### src/rtl/programmable_pulse_divider.sv
// programmable_pulse_divider: reloadable up-counter that emits a tick per period
// and a 50% divided clock; the load value is only taken at period boundaries.
module programmable_pulse_divider #(
   parameter int             W          = 8,
   parameter logic [W-1:0]   RESET_LOAD = 8'hFE,
   parameter int             CNT_W      = 16
) (
   input  logic             clk,
   input  logic             rst,
   input  logic             en,
   input  logic             restart,
   input  logic [W-1:0]     load_val,
   output logic [W-1:0]     cur_load,
   output logic [W-1:0]     cnt,
   output logic             tick,
   output logic             div_clk,
   output logic [CNT_W-1:0] tick_count
);
   logic [W-1:0]     cnt_q, cnt_d;
   logic [W-1:0]     cur_load_q, cur_load_d;
   logic             tick_q, tick_d;
   logic             div_clk_q, div_clk_d;
   logic [CNT_W-1:0] tick_count_q, tick_count_d;
   logic             term;

   assign term = &cnt_q;

   // restart outranks the terminal reload, so a coinciding terminal count yields no tick
   always_comb begin
      cnt_d        = cnt_q;
      cur_load_d   = cur_load_q;
      tick_d       = 1'b0;
      div_clk_d    = div_clk_q;
      tick_count_d = tick_count_q;
      if (restart) begin
         cnt_d      = load_val;
         cur_load_d = load_val;
         div_clk_d  = 1'b0;
      end else if (en) begin
         cnt_d        = term ? load_val : cnt_q + W'(1);
         cur_load_d   = term ? load_val : cur_load_q;
         tick_d       = term;
         div_clk_d    = div_clk_q ^ term;
         tick_count_d = term ? tick_count_q + CNT_W'(1) : tick_count_q;
      end
   end

   always_ff @(posedge clk or posedge rst) begin
      if (rst) begin
         cnt_q        <= RESET_LOAD;
         cur_load_q   <= RESET_LOAD;
         tick_q       <= 1'b0;
         div_clk_q    <= 1'b0;
         tick_count_q <= '0;
      end else begin
         cnt_q        <= cnt_d;
         cur_load_q   <= cur_load_d;
         tick_q       <= tick_d;
         div_clk_q    <= div_clk_d;
         tick_count_q <= tick_count_d;
      end
   end

   assign cnt        = cnt_q;
   assign cur_load   = cur_load_q;
   assign tick       = tick_q;
   assign div_clk    = div_clk_q;
   assign tick_count = tick_count_q;
endmodule

### config.mk
export PLATFORM = sky130hd
export DESIGN_NAME = programmable_pulse_divider
export DESIGN_NICKNAME = d
export VERILOG_FILES = /design/src/rtl/programmable_pulse_divider.sv
export SDC_FILE = /design/constraint.sdc
export NUM_CORES = 1
export LEC_CHECK = 0
export BUFFER_PORTS_ARGS = -buffer_cell sky130_fd_sc_hd__buf_2
export CORE_MARGIN = 8
export CORE_UTILIZATION = 36
export DETAILED_ROUTE_END_ITERATION = 10
export PLACE_DENSITY = 0.62
export SKIP_LAST_GASP = 1
export SLEW_MARGIN = 10
export SYNTH_ARGS = -nofsm -noshare
export SYNTH_HDL_FRONTEND = slang
export SYNTH_SLANG_ARGS = --single-unit
### constraint.sdc
create_clock -name clk -period 1.9 [get_ports clk]
set_input_delay 0.38 -clock clk [delete_from_list [all_inputs] [get_ports clk]]
set_output_delay 0.38 -clock clk [all_outputs]
set_load 0.02 [all_outputs]
# After elaboration in Yosys (flattened, before gate mapping)
# Cells that the tools add are included.
word_totals:
  ff_bits: 34
  latch_bits: 0
  ram_bits: 0
  rom_bits: 0
  inputBits: 12
  output_inout_bits: 34
  n_memories: 0
op_classes:
  addsub: 2
  mul: 0
  n_div: 0
  n_lt_le_gt_ge: 0
  eq_ne: 0
  shift: 0
  mux: 10
  bitwise: 2
  reduce_logical: 5
ops:
  columns: ["operator", "n"]
  rows:
  - ["two-way mux 8 bit", 6]
  - ["adder 16 x 1 -> 16 bit, second input constant", 1]
  - ["AND reduction 10 bit", 1]
  - ["adder 8 x 1 -> 8 bit, second input constant", 1]
  - ["AND reduction 8 bit", 1]
  - ["two-way mux 1 bit", 4]
  - ["nonzero test 2 bit", 2]
  - ["AND reduction 2 bit", 1]
  - ["inverter 1 bit", 1]
  - ["bitwise XOR 1 bit", 1]

# Logic depth before layout (Yosys ltp)
# Gate-level depths: netlist (run 1).
logic_depth:
  word_depth: 4
  depth_mapped: 6
  depth_no_buf: 5

# Worst setup path before layout (run 1)
# No wires, ideal clock.
synth_path:
  path_kind: "register to register"
  from: "register cnt_q[1], in the netlist cnt[1]"
  to: "register cur_load_q[0], in the netlist cur_load[0]"
  setup_time_ns: 0.128
  t_arrival_ns: 1.807
  required_ns: 1.772
  setup_slack_ns: -0.035
  stages_incl_launch_ff: 7
  cell_sequence: "dfstp_2 > ha_1 > nand4_2 > nor2_2 > nor2_1 > buf_6 > mux2_1"
synth_between:
  elab_chain_cells: 3
synth_rtl:
  columns: ["item", "line_no", "text"]
  rows:
  - ["start, declared", "19", "logic [W-1:0] cnt_q, cnt_d;"]
  - ["start signal, assigned", "56", "cnt_q <= cnt_d;"]
  - ["AND reduction 8 bit", "26", "assign term = &cnt_q;"]
  - ["nonzero test 2 bit (no source line)", null, null]
  - ["AND reduction 2 bit (no source line)", null, null]
  - ["end signal, assigned", "57", "cur_load_q <= cur_load_d;"]
  - ["end, declared", "20", "logic [W-1:0] cur_load_q, cur_load_d;"]
# No other way between the ends.
# A chain may end at the register's enable or synchronous reset.

# Worst setup path in the final report (run 1)
layout_path:
  from: "register cnt_q[2], in the netlist cnt[2]"
  to: "register tick_count_q[13], in the netlist tick_count[13]"
layout_between:
  elab_chain_cells: 1
layout_rtl:
  columns: ["item", "line_no", "text"]
  rows:
  - ["AND reduction 10 bit (no source line)", null, null]
  - ["end signal, assigned", "60", "tick_count_q <= tick_count_d;"]
  - ["end, declared", "23", "logic [CNT_W-1:0] tick_count_q, tick_count_d;"]
# No other way between the ends.

==> impl_metrics.tcl, run 1 <==
set metrics [dict create \
    maxCapViolations 0 \
    grt_usage 0.120 \
    initial_core_util 0.368 \
    multi_input_area_sq_um 803 \
    hold_viol_final 0 \
    cts_resized 0 \
    internal_power_w 0.00118 \
    worst_pin_slew_ns 0.496 \
    yosys-top-cells-count "dfrtp_1, dfstp_2, xnor2_1, nand2_1" \
    die_h_um 84.8 \
    critPathTopFamily "simple AND/OR/NAND/NOR gates" \
    worstHoldPathType "input pin to register" \
    first_pass_iters 4 \
    drc 0 \
    nets 217 \
    grt_pass1_vias 1451 \
    core_area_sq_um 4630 \
    swShare 0.287 \
    status "finished, final reports clean" \
    slowest_delay_ns 0.65 \
    finalCriticalPeriod_ns 1.78 \
    p_leak_nw 1.04 \
    top_layer_used "met4" \
    h-tree-depth 2 \
    final-seq-area_sq_um 868 \
    ys.flop_type "dfrtp_1" \
    synth_edf_count 0 \
    setup_viol 0 \
    wl_met2_um 1730 \
    initialDrtViolationCount 36 \
    crit_fanout 10 \
    nFillCells 453 \
    post-synth-top-area-cell "dfrtp_1" \
    fmax_mhz 562 \
    combPwrFrac 0.153 \
    skew_ns 0.00483 \
    crit_path_end_kind "register" \
    boundaryPins 46 \
    grt_pass1_wl_um 6920 \
    cts_buffer_depth 2 \
    final_cells 257 \
    cts_tree "built" \
    synth_most_common_cell "dfrtp_1" \
    syn_area_per_cell_sq_um 11.7 \
    post-route-util 0.464 \
    ir_worst_vdd_mv 0.434 \
    syn_to_final_growth_pct 26.2 \
    clkSlewWorstSetupHoldPaths_ns 0.07 \
    maxSlewViolCount 0 \
    vias 1358 \
    ys_warn_count 0 \
    dp_hpwl_um 2980 \
    ys_seq_area_frac 0.510 \
    wl_per_cell_um 15.3 \
    drive_gt1_frac 0.419 \
    syn_area_sq_um 1700 \
    dieArea_sq_um 7190 \
    routed_wl_um 3930 \
    rsz0062_at_grt "true" \
    met3_length_um 295 \
    gp_congestion 0.763 \
    synth_cell_type_count 45 \
    path_class "register to register" \
    synth-seq-cells 34 \
    arrival_ns 1.95 \
    antenna_found_initial 0 \
    cts_sinks 34 \
    cp.required_ns 2.08 \
    globalRouteOverflowTotal 0 \
    seq_power_share 0.504 \
    clk_latency_ns 0.29 \
    portBuffers 45 \
    fin_crit_sh 0.936 \
    dp.cells 249 \
    power.density_nw_per_um2 768 \
    rows 25 \
    synth_fp_nets 161 \
    ant_nets 0 \
    path_buf_inv 0 \
    startpoint_type "register" \
    wl_met1_um 1850 \
    cts_setup_buffers 0 \
    cts_hold_buf 0 \
    holdWs_ns 0.314 \
    numCtsBuffers 5 \
    crit_chain "nand4_4 > nor4_4 > nand4_1 > xnor2_1" \
    viasPerCell 5.28 \
    n_antenna_cell 0 \
    cp_slowest_cell "dfstp_2" \
    syn_inst 146 \
    grt_max_degree 15 \
    relSlewSlack 0.669 \
    synth.top_cell.area_share 0.294 \
    cts_root_buffer "clkbuf_8" \
    async_flop_share 1.00 \
    switchingPower_w 0.000473 \
    power.clock.fraction 0.343 \
    fp.dieW_um 84.8 \
    yosys-top-cells-area "dfrtp_1, dfstp_2, xnor2_1" \
]
[metal layers]
metal | up-vias | global-route usage
met5 | - | 0
met4 | 0 | 0.0485
met3 | 7 | 0.0507
met2 | 44 | 0.180
met1 | 654 | 0.146
li1 | 653 | -
[worst paths after layout]
kind / startpoint / end / slack, ns / cells after the start
min: load_val[2] / cnt[2] / 0.31 / 3
max: cnt[2] / tick_count[13] / 0.12 / 4
min reg2reg: tick_count[15] / tick_count[15] / 0.46 / 1
max in group asynchronous: rst / cnt[3] / 1.18 / 3
min in group asynchronous: rst / cnt[5] / 0.43 / 2
max reg2reg: cnt[2] / tick_count[13] / 0.12 / 4
[stage by stage]
stage                     cell area, sq um  TNS (ns)  setup WS [ns]  power [W]
after CTS                             2140         0          0.126    0.00168
after detailed placement              2050         0          0.132    0.00110
after global routing                  2150   -0.0196        -0.0105    0.00174
after global placement                2050         0          0.153    0.00110
after floorplan                       1710         0         0.0463    0.00100
final                                 2150         0          0.122    0.00165
[power by group through the flow]
stage / sequential (W) / clock, W / combinational (W)
3_5_place_dp: 0.000845 / 0 / 0.000256
4_1_cts: 0.000833 / 0.000586 / 0.000257
3_3_place_gp: 0.000844 / 0 / 0.000256
6_report: 0.000833 / 0.000565 / 0.000253
5_1_grt: 0.000841 / 0.000614 / 0.000282
2_1_floorplan: 0.000887 / 0 / 0.000113
[worst min-delay path: cells and delay by family]
kind | cells | cell delay (ns)
buffers and inverters | 2 | 0.14
AOI/OAI and AO/OA | 1 | 0.07
[layout by cell type, fill, tap and decap left out, drive strengths merged, types with 2 or more instances in the layout]
cell / n
a21oi: 3
a31oi: 2
and3: 2
and4: 5
buf: 54
clkbuf: 6
dfrtp: 20
dfstp: 14
ha: 3
inv: 6
mux2: 9
nand2: 10
nand3: 7
nand4: 9
nor2: 5
nor3: 2
nor4: 3
o21ai: 4
o22ai: 4
o31ai: 2
xnor2: 12
xor2: 5
[registers in the layout, summed over array words and instances (netlist names)]
signal / cells
tick_count: 16
cur_load: 8
cnt: 8
tick: 1
div_clk: 1
[kinds of logic (layout without fill, tap and decap cells)]
family	after synthesis	in the layout	synth area share
buffers and inverters	11	68	0.0301
AND/OR/NAND/NOR	49	49	0.196
adder cells (fa/ha/maj)	3	3	0.0220
XOR/XNOR	17	17	0.0874
flip-flops	34	34	0.510
AO/OA/AOI/OAI	22	22	0.0889
multiplexers	10	10	0.0654
[cell type report]
| cell class | count | share of cell area |
|---|---|---|
| flip-flops and latches | 34 | 0.404 |
| multi-input cells | 101 | 0.374 |
| repair buffers | 54 | 0.136 |
| clock buffers | 6 | 0.0384 |
| well taps | 54 | 0.0314 |
| inverters | 6 | 0.0105 |
| clock inverters | 2 | 0.00582 |
No activity file was read; power rests on OpenSTA's default activity.
==> inputs of run 2 (changes only) <==
CORE_ASPECT_RATIO = 1.2   (was default)
PLACE_DENSITY = 0.61   (was 0.62)
==> run 2 against run 1 <==
Effect of this change: worst setup slack got worse by 0.0095 ns; routed wire length fell by 0.20%; design area rose by 0.87%; sequential share of layout area fell by 0.35 points; clock-buffer cell count rose by 1; clock skew rose by 0.0038 ns; critical endpoint unchanged; highest routed layer unchanged.
==> impl_metrics.tcl, run 2 (synthesis results as in run 1) <==
set metrics [dict create \
    worst_pin_slew_ns 0.617 \
    drc 0 \
    boundaryPins 46 \
    antenna_found_initial 0 \
    fp.dieW_um 78.8 \
    dp_hpwl_um 2910 \
    crit_path_end_kind "register" \
    fmax_mhz 559 \
    first_pass_iters 4 \
    dieArea_sq_um 7200 \
    vias 1379 \
    drive_gt1_frac 0.424 \
    fin_crit_sh 0.941 \
    ir_worst_vdd_mv 0.358 \
    p_leak_nw 1.05 \
    nets 219 \
    arrival_ns 1.96 \
    grt_pass1_wl_um 6860 \
    grt_pass1_vias 1445 \
    initial_core_util 0.373 \
    maxCapViolations 0 \
    final_cells 263 \
    cp.required_ns 2.08 \
    final_cell_mix "buf_2, dfrtp_1, dfstp_2" \
    worstHoldPathType "input pin to async pin" \
    relSlewSlack 0.588 \
    ant_nets 0 \
    rows 27 \
    finalCriticalPeriod_ns 1.79 \
    initialDrtViolationCount 68 \
    startpoint_type "register" \
    syn_to_final_growth_pct 27.3 \
    skew_ns 0.00863 \
    r2r_cells 6 \
    holdWs_ns 0.174 \
    grt_max_degree 35 \
    layout_commonest_cell "buf_2" \
    grt_usage 0.116 \
    largest_reg_flops 16 \
    wl_per_cell_um 14.9 \
    setup_viol 0 \
    clk_latency_ns 0.29 \
    cts_tree "built" \
    total_power_w 0.00164 \
    dp.cells 255 \
    maxSlewViolCount 0 \
    hold_viol_final 0 \
    cts_buffer_depth 2 \
    gp_congestion 0.824 \
    path_class "register to register" \
    setup_tns_ns 0 \
    numCtsBuffers 5 \
    routed_wl_um 3930 \
    cts_root_buffer "clkbuf_8" \
    h-tree-depth 2 \
    die_h_um 91.3 \
    crit_fanout 5 \
    status "finished, final reports clean" \
    globalRouteOverflowTotal 0 \
    portBuffers 45 \
    n_antenna_cell 0 \
    cts_setup_buffers 0 \
    cts_hold_buf 0 \
    clkSlewWorstSetupHoldPaths_ns 0.07 \
    power.density_nw_per_um2 755 \
    rsz0062_at_grt "false" \
    cts_sinks 34 \
    core_area_sq_um 4560 \
    viasPerCell 5.24 \
]
==> run 2: layout make-up <==
| cell class | instances | area [sq um] |
|---|---|---|
| fill | 458 | 2390 |
| clock buffer | 7 | 86.3 |
| multi-input combinational | 101 | 806 |
| inverter | 6 | 22.5 |
| clock inverter | 1 | 5.00 |
| timing repair buffer | 56 | 308 |
| tap | 58 | 72.6 |
| sequential | 34 | 868 |
==> run 2: final timing paths <==
path                       slack (ns)      startpoint        endpoint
setup / recovery                 0.11          cnt[1]  tick_count[13]
max in group asynchronous        1.38             rst          cnt[3]
hold / removal                   0.17             rst  tick_count[12]
min in group clk                 0.32     load_val[7]          cnt[7]
hold reg to reg                  0.47  tick_count[15]  tick_count[15]
setup reg to reg                 0.11          cnt[1]  tick_count[13]
==> run 2: critical path: stages (launching register included) <==
cell	delay, ns
dfstp_2	0.53
ha_2	0.20
nand4_4	0.10
buf_4	0.18
nor4_4	0.38
nand4_1	0.16
xnor2_1	0.14
==> run 2: per-layer routing <==
layer | share of wire | up-vias | GRT usage | routed length, um
met1 | 0.47 | 675 | 0.145 | 1830
met5 | 0 | - | 0 | 0
met2 | 0.45 | 43 | 0.177 | 1750
li1 | - | 655 | - | -
met3 | 0.074 | 6 | 0.0454 | 290
met4 | 0.013 | 0 | 0.0418 | 53
==> run 2: stage by stage <==
stage | setup WS, ns | instance area, sq um | utilization
after floorplan | 0.0463 | 1710 | -
after global placement | -0.0877 | 2070 | 0.453
after detailed placement | -0.0974 | 2070 | 0.453
after CTS | 0.0266 | 2160 | 0.474
after global routing | 0.00654 | 2170 | 0.475
final | 0.113 | 2170 | 0.475
==> run 2: power by group <==
group          internal [W]  switching [W]  total [W]
Sequential         0.000785      0.0000397   0.000824
Combinational      0.000105       0.000161   0.000266
Clock              0.000292       0.000255   0.000547
Total               0.00118       0.000455    0.00164
==> run 2: repair_timing <==
action,CTS,global route
resized for setup,1,1
pin swaps,0,0
setup endpoints to repair,8,4
==> inputs of run 3 (changes only) <==
MAX_ROUTING_LAYER = met4   (was default)
SETUP_SLACK_MARGIN = 0.3   (was default)
==> run 3 against run 2 <==
Effect of this change: sequential share of layout area fell by 5.1 points; global-route usage grew 1.6 points; largest cell class is now multi-input combinational cells; clock-buffer cell count stayed put; maximum frequency rose by 1.2%; hold slack worse by 0.053 ns; non-clock buffer count is 18 higher; sequential power is 0.5% higher; final cell count up 7.2%; core utilization rose by 7.1 points; critical path depth grew 1; routed wire length grew 21%; highest routed layer unchanged; critical path type unchanged.
==> impl_metrics.tcl, run 3 (synthesis results as in run 1) <==
set metrics [dict create \
    numCtsBuffers 5 \
    initial_core_util 0.373 \
    largest_reg_flops 16 \
    setup_tns_ns 0 \
    startpoint_type "register" \
    cts_tree "built" \
    grt_pass1_vias 1506 \
    syn_to_final_growth_pct 46.3 \
    nFillCells 391 \
    clkSlewWorstSetupHoldPaths_ns 0.07 \
    path_class "register to register" \
    crit_path_frequent_cell "buf_6" \
    cp_slowest_cell "or4b_4" \
    ant_nets 0 \
    grt_pass1_wl_um 7380 \
    cts_buffer_depth 2 \
    power.density_nw_per_um2 687 \
    holdWs_ns 0.121 \
    vias 1463 \
    first_pass_iters 4 \
    rsz0062_at_grt "true" \
    viasPerCell 5.19 \
    cts_root_buffer "clkbuf_8" \
    rows 27 \
    total_power_w 0.00171 \
    relSlewSlack 0.763 \
    ir_worst_vdd_mv 0.466 \
    worst_pin_slew_ns 0.353 \
    globalRouteOverflowTotal 0 \
    cp.required_ns 2.11 \
    dieArea_sq_um 7200 \
    drive_gt1_frac 0.563 \
    n_antenna_cell 0 \
    fin_crit_sh 0.930 \
    clk_latency_ns 0.28 \
    design_area_sq_um 2490 \
    r2r_cells 7 \
    routed_wl_um 4740 \
    final_cell_mix "buf_2, dfrtp_1, buf_4" \
    dp.cells 251 \
    antenna_found_initial 0 \
    placed_cell_area_sq_um 2060 \
    initialDrtViolationCount 54 \
    core_area_sq_um 4560 \
    die_h_um 91.3 \
    cts_sinks 34 \
    path_buf_inv 2 \
    finalCriticalPeriod_ns 1.77 \
    status "finished, final reports clean" \
    drc 0 \
    crit_path_end_kind "register" \
    h-tree-depth 2 \
    dp_hpwl_um 3200 \
    nets 238 \
    maxCapViolations 0 \
    crit_fanout 3 \
    fp.dieW_um 78.8 \
    crit_chain "ha_4 > buf_6 > buf_6 > and2_4 > and3_4 > or4b_4 > nand3_2" \
    grt_max_degree 18 \
    hold_viol_final 0 \
    gp_congestion 0.813 \
    wl_per_cell_um 16.8 \
    boundaryPins 46 \
    cts_hold_buf 0 \
    setup_viol 0 \
    path_depth 7 \
    portBuffers 45 \
    final_cells 282 \
    arrival_ns 1.98 \
    worstHoldPathType "input pin to async pin" \
    p_leak_nw 1.19 \
    maxSlewViolCount 0 \
    critPathTopFamily "simple AND/OR/NAND/NOR gates" \
    slowest_delay_ns 0.48 \
    grt_usage 0.132 \
    layout_commonest_cell "buf_2" \
    skew_ns 0.00847 \
    fmax_mhz 566 \
]
## run 3: changes by cell type in the layout (fill, tap and decap cells not counted), moves of 2 or more
cell	delta
a31oi_1	-2
buf_4	+8
buf_6	+11
ha_4	+2
mux2_1	-6
mux2_4	+6
nand3_1	-2
nor2_2	-2
nor2_4	+3
## run 3: metal layers
layer / global-route usage / part of all wire / vias up
li1: - / - / 692
met1: 0.149 / 0.44 / 725
met2: 0.213 / 0.50 / 41
met3: 0.0325 / 0.047 / 5
met4: 0.0666 / 0.017 / 0
met5: - / 0 / -
## run 3: final timing paths
path	start	to	slack [ns]
setup / recovery	cnt[0]	cnt[0]	0.13
setup reg to reg	cnt[0]	cnt[0]	0.13
hold reg to reg	tick_count[15]	tick_count[15]	0.48
min in group clk	load_val[4]	cnt[4]	0.32
hold / removal	rst	tick_count[4]	0.12
max in group asynchronous	rst	cnt[1]	1.51
## run 3: layout make-up
class	instances	area, sq um	share of cell area
multi-input cells	102	956	0.384
flip-flops and latches	34	870	0.349
repair buffers	74	487	0.195
clock buffers	7	76.3	0.0306
well taps	58	72.6	0.0291
inverters	6	22.5	0.00904
clock inverters	1	7.51	0.00301
## run 3: tightest hold or removal path: cells and delay by family
family   cells  cell delay (ns)
buf+inv      3             0.39
## run 3: power by group
group	internal [W]	total, W	switching, W
clock network	0.000259	0.000508	0.000250
registers	0.000786	0.000828	0.0000426
logic	0.000170	0.000375	0.000205
## run 3: what timing repair did
item | 4_1_cts | 5_1_grt
setup buffers | 11 | 11
cloned | 1 | 0
setup endpoints to repair | 27 | 33
resized for setup | 12 | 25
pin swaps | 9 | 22
## run 3: metrics by stage
stage / utilization / setup slack (ns)
4_1_cts: 0.501 / 0.0991
6_report: 0.546 / 0.134
3_3_place_gp: 0.452 / 0.140
2_1_floorplan: - / 0.134
3_5_place_dp: 0.452 / 0.0974
5_1_grt: 0.546 / 0.100
